--- src/rtl/down_counter_n_pkg.sv ---
// Shared encodings for the down_counter_n block: the latched counting mode
// and the two-state run/idle FSM.
package down_counter_n_pkg;

  typedef enum logic [1:0] {
    MODE_WRAP    = 2'b00,
    MODE_SAT     = 2'b01,
    MODE_RELOAD  = 2'b10,
    MODE_ONESHOT = 2'b11
  } mode_e;

  typedef enum logic {
    ST_IDLE = 1'b0,
    ST_RUN  = 1'b1
  } state_e;

endpackage

--- src/rtl/down_counter_n_dec_core.sv ---
// Combinational WIDTH-bit subtractor: diff = a - b (mod 2^WIDTH),
// borrow set when b > a.
module dec_core #(
  parameter int WIDTH = 8
) (
  input  logic [WIDTH-1:0] a,
  input  logic [WIDTH-1:0] b,
  output logic [WIDTH-1:0] diff,
  output logic             borrow
);

  // One extra bit on the operands turns the carry-out into the borrow flag.
  assign {borrow, diff} = {1'b0, a} - {1'b0, b};

endmodule

--- src/rtl/down_counter_n.sv ---
// Loadable down counter with wrap, saturate, reload and one-shot modes,
// driven by a small IDLE/RUN FSM.
module down_counter_n
  import down_counter_n_pkg::*;
#(
  parameter int WIDTH  = 8,
  parameter int STEP_W = 4
) (
  input  logic              clk,
  input  logic              rst_n,
  input  logic              load,
  input  logic [WIDTH-1:0]  load_val,
  input  logic [1:0]        mode,
  input  logic              en,
  input  logic [STEP_W-1:0] step,
  output logic [WIDTH-1:0]  count,
  output logic              borrow,
  output logic              zero,
  output logic              busy,
  output logic              done
);

  state_e            state_q,  state_d;
  mode_e             mode_q,   mode_d;
  logic [WIDTH-1:0]  reload_q, reload_d;
  logic [WIDTH-1:0]  count_q,  count_d;
  logic              borrow_q, borrow_d;
  logic              done_q,   done_d;

  logic [WIDTH-1:0]  sub_diff;
  logic              sub_borrow;

  dec_core #(.WIDTH(WIDTH)) u_dec_core (
    .a      (count_q),
    .b      (WIDTH'(step)),
    .diff   (sub_diff),
    .borrow (sub_borrow)
  );

  always_comb begin
    // NOTE: every output of this block gets a default first, so no path
    // leaves a signal unassigned and no latch is inferred.
    state_d  = state_q;
    mode_d   = mode_q;
    reload_d = reload_q;
    count_d  = count_q;
    borrow_d = 1'b0;
    done_d   = 1'b0;

    if (load) begin
      state_d  = ST_RUN;
      mode_d   = mode_e'(mode);
      reload_d = load_val;
      count_d  = load_val;
    end else if (state_q == ST_RUN && en && step != '0) begin
      case (mode_q)
        MODE_WRAP: begin
          count_d  = sub_diff;
          borrow_d = sub_borrow;
        end
        MODE_SAT: begin
          count_d  = sub_borrow ? '0 : sub_diff;
          borrow_d = sub_borrow;
        end
        MODE_RELOAD: begin
          count_d  = sub_borrow ? reload_q : sub_diff;
          borrow_d = sub_borrow;
        end
        MODE_ONESHOT: begin
          // Completion covers both an exact hit of zero and an overshoot.
          if (sub_borrow || sub_diff == '0) begin
            count_d  = '0;
            borrow_d = sub_borrow;
            done_d   = 1'b1;
            state_d  = ST_IDLE;
          end else begin
            count_d = sub_diff;
          end
        end
      endcase
    end
  end

  // NOTE: state registers use non-blocking assignments so every flop samples
  // the pre-edge values, independent of statement order.
  always_ff @(posedge clk or negedge rst_n) begin
    if (!rst_n) begin
      state_q  <= ST_IDLE;
      mode_q   <= MODE_WRAP;
      reload_q <= '0;
      count_q  <= '0;
      borrow_q <= 1'b0;
      done_q   <= 1'b0;
    end else begin
      state_q  <= state_d;
      mode_q   <= mode_d;
      reload_q <= reload_d;
      count_q  <= count_d;
      borrow_q <= borrow_d;
      done_q   <= done_d;
    end
  end

  assign count  = count_q;
  assign borrow = borrow_q;
  assign done   = done_q;
  assign zero   = (count_q == '0);
  assign busy   = (state_q == ST_RUN);

endmodule

--- config.mk ---
export PLATFORM = sky130hd
export DESIGN_NAME = down_counter_n
export DESIGN_NICKNAME = d
export VERILOG_FILES = /design/src/rtl/down_counter_n_pkg.sv /design/src/rtl/down_counter_n_dec_core.sv /design/src/rtl/down_counter_n.sv
export SDC_FILE = /design/constraint.sdc
export NUM_CORES = 1
export LEC_CHECK = 0
export CAP_MARGIN = 15
export CORE_MARGIN = 1.5
export CORE_UTILIZATION = 53
export CTS_CLUSTER_SIZE = 24
export DETAILED_ROUTE_END_ITERATION = 10
export PLACE_DENSITY = 0.94
export SLEW_MARGIN = 5
export SYNTH_ARGS = -nofsm -noshare
export SYNTH_HDL_FRONTEND = slang
export SYNTH_SLANG_ARGS = --single-unit
--- constraint.sdc ---
create_clock -name clk -period 4.4 [get_ports clk]
set_input_delay 0.44 -clock clk [delete_from_list [all_inputs] [get_ports clk]]
set_output_delay 0.44 -clock clk [all_outputs]
set_load 0.1 [all_outputs]
==> flow_metrics.py <==
metrics = {
    "setup_path": {
        "crit_buf_inv": 1,
        "crit_arrival_ns": 2.82,
        "r2r_cells": 8,
        "ff2ff_setup_slack_ns": 1.72,
        "slowest_delay_ns": 1.14,
        "critPathCapture": "zero",
        "r2r_start": "count[0]$_DFFE_PN0P_",
        "cp-end-kind": "output pin",
        "startpoint_type": "flop",
        "r2r-end": "busy$_DFFE_PN0P_",
        "crit_path_start": "count[7]$_DFFE_PN0P_",
        "path_depth": 3,
        "path_class": "reg2out",
        "crit_family": "buffers and inverters",
        "worstPathCellList": "or4_1 > nor2_1 > clkdlybuf4s50_1",
        "cp.required_ns": 3.96,
        "cp_slowest_cell": "clkdlybuf4s50_1",
        "path_max_fanout": 7,
    },
    "floorplan": {
        "die_area_sq_um": 2760,
        "core_sq_um": 2250,
        "die_w_microns": 52.6,
        "ios": 30,
        "start_util_pct": 57.7,
        "die_h_microns": 52.6,
        "placementRows": 17,
    },
    "grt": {
        "use_met3_pct": 3.43,
        "first_global_vias": 1068,
        "grt_pass1_wl_mm": 5.12,
        "gr-usage-met1_pct": 35.0,
        "grt_max_degree": 28,
        "grt_busiest_layer": "met2",
        "track_usage_pct": 25.7,
        "antenna_found_initial": 0,
        "met2_usage_pct": 41.5,
        "grt_remaining_overflow": 0,
    },
    "clock_network": {
        "cts_sinks": 21,
        "clkTransAtPathRegs_ns": 0.11,
        "numCtsBuffers": 3,
        "cts_buffer_depth": 2,
        "cts_tree": "yes",
        "cts_resized": 0,
        "postCtsSetupBuffers": 0,
        "insertion_delay_ns": 0.30,
        "htreeDepth": 1,
        "cts-root-buf": "clkbuf_4",
        "cts-hold-fix-buffers": 0,
    },
    "timing": {
        "fin_crit_ns": 3.26,
        "setup_ws_ns": 1.14,
        "fin_skew_ns": 0.00126,
        "setup_violations": 0,
        "slew_viol_final": 0,
        "rsz0062_at_grt": "false",
        "period_share_pct": 74.1,
        "fmax_mhz": 307,
        "slew_headroom_pct": 35.1,
        "fin_tns_setup_ns": 0,
        "hold_viol": 0,
        "worst_pin_slew_ns": 0.970,
    },
    "detailed_routing": {
        "num_vias": 1173,
        "wl_per_cell_microns": 16.0,
        "routed_wl_mm": 3.06,
        "post_drt_via_cell_ratio": 6.14,
        "ant_nets": 0,
        "dr.pass1.iters": 4,
        "drc": 0,
        "drtIter0Drc": 39,
    },
    "synthesis": {
        "syn_nets": 162,
        "ys_seq_area_share_pct": 40.4,
        "post-synth-top-count-cell": "dfrtp_1",
        "synth_area_sq_um": 1300,
        "ys_types": 43,
        "synth_commonest_cells": "21 x dfrtp_1, 13 x inv_1, 10 x o21ai_0, 9 x nor2_1, 8 x nand2_1",
        "synth.area.top_cells": "dfrtp_1 40%, ha_1 4.8%, mux2_2 4.3%",
        "synth_edf_count": 0,
        "avgSynthCellArea_sq_um": 9.43,
        "synth_top_cell_by_area": "dfrtp_1",
        "ys.flop_type": "dfrtp_1",
        "yosysTopAreaCellShare_pct": 40.4,
        "syn_inst": 138,
        "ys_ff_latch": 21,
        "synth_warnings": 0,
        "ys_async_sr_fraction_pct": 100,
    },
    "power_and_ir_drop": {
        "p_switching_uw": 360,
        "netSwitchingFraction_pct": 48.7,
        "internal_power_uw": 379,
        "combPwrFrac_pct": 52.6,
        "seq_power_share_pct": 34.7,
        "power.density_nw_per_um2": 459,
        "p_leak_uw": 0.000691,
        "p_clk_share_pct": 12.8,
        "irDropWorstVdd_mv": 0.292,
    },
    "hold_path": {
        "hp-class": "reg2reg",
    },
    "placement": {
        "dpl.hpwl_mm": 2.32,
        "place.port_buffers": 29,
        "gp_congestion": 0.866,
        "dp_slack_ns": 1.26,
    },
    "layout": {
        "area_growth_pct": 23.7,
        "drive_gt1_share_pct": 7.98,
        "n_antenna_cell": 0,
        "fin_nets": 188,
        "final_util_pct": 71.4,
    },
    "status": {
        "status": "finished, final reports clean",
    },
    "run": {
        "maxCapViolations": 0,
    },
}
per-layer routing:
metal / share of wire, % / vias to the layer above
met5: 0 / -
met1: 45 / 563
met2: 49 / 43
met3: 4.5 / 7
met4: 1.8 / 0
li1: - / 560
worst min-delay path by stage:
stage	startpoint	end	slack, ns	cells past startpoint
2_1_floorplan	rst_n	borrow$_DFF_PN0_	0.14	0
3_3_place_gp	reload_q[5]$_DFFE_PN0P_	reload_q[5]$_DFFE_PN0P_	0.49	1
3_5_place_dp	reload_q[6]$_DFFE_PN0P_	reload_q[6]$_DFFE_PN0P_	0.50	1
4_1_cts	reload_q[6]$_DFFE_PN0P_	reload_q[6]$_DFFE_PN0P_	0.53	1
5_1_grt	reload_q[6]$_DFFE_PN0P_	reload_q[6]$_DFFE_PN0P_	0.54	1
6_report	reload_q[7]$_DFFE_PN0P_	reload_q[7]$_DFFE_PN0P_	0.53	1
power groups by stage:
stage,logic [uW],clock network [uW],registers (uW)
final,389,94.5,256
after global routing,415,104,260
after CTS,387,96.0,255
after detailed placement,385,0,259
after global placement,375,0,256
after floorplan,166,0,379
registers in the layout, indices dropped and copies added, names as in the netlist:
signal / cells
borrow: 1
busy: 1
count: 8
done: 1
mode_q: 2
reload_q: 8
worst register-to-register path: stages (launching register included):
cell and delay (ns):
dfrtp_1 0.44, inv_1 0.09, ha_1 0.18, inv_1 0.07, fa_1 0.43, or4b_2 0.62, nor3_1 0.29, a41oi_1 0.17
a211o_1 0.29
cells in the final DEF (no fill, tap or decap), types with 2 or more instances in the layout:
master	count
dfrtp_1	21
a221o_1	2
clkdlybuf4s50_1	29
or4_1	5
a31oi_1	4
ha_1	5
o31ai_1	2
nand2b_1	2
a41oi_1	2
a21oi_1	4
inv_1	13
nor2_1	9
and3_1	2
a22oi_1	3
a21o_1	3
xor2_1	2
o21ai_0	10
clkbuf_4	3
a211oi_1	2
mux2_2	5
nand2_1	8
nor3_1	7
cell type report:
cell class	instances	area, sq um
multi-input cells	96	684
fillers	182	644
flip-flops and latches	21	526
repair buffers	29	290
inverters	13	48.8
well taps	28	35.0
clock buffers	4	26.3
logic make-up after synthesis:
group	count (synthesis)	synth area share, %
and+or+nand+nor	40	17.1
buffers and inverters	21	7.02
adders and majority gates	6	6.35
DFF	21	40.4
muxes	5	4.33
AOI/OAI and AO/OA	42	22.8
xor gates and xnor gates	3	2.02
through the flow:
stage / total power (uW) / hold slack (ns) / instance area (sq um) / std cells
6_report: 739 / 0.529 / 1610 / 191
5_1_grt: 779 / 0.539 / 1610 / 191
4_1_cts: 739 / 0.526 / 1610 / 191
3_5_place_dp: 645 / 0.498 / 1580 / 187
3_3_place_gp: 631 / 0.491 / 1580 / 187
2_1_floorplan: 545 / 0.144 / 1300 / 138
Note: power is estimated with default switching activity, not from simulation.
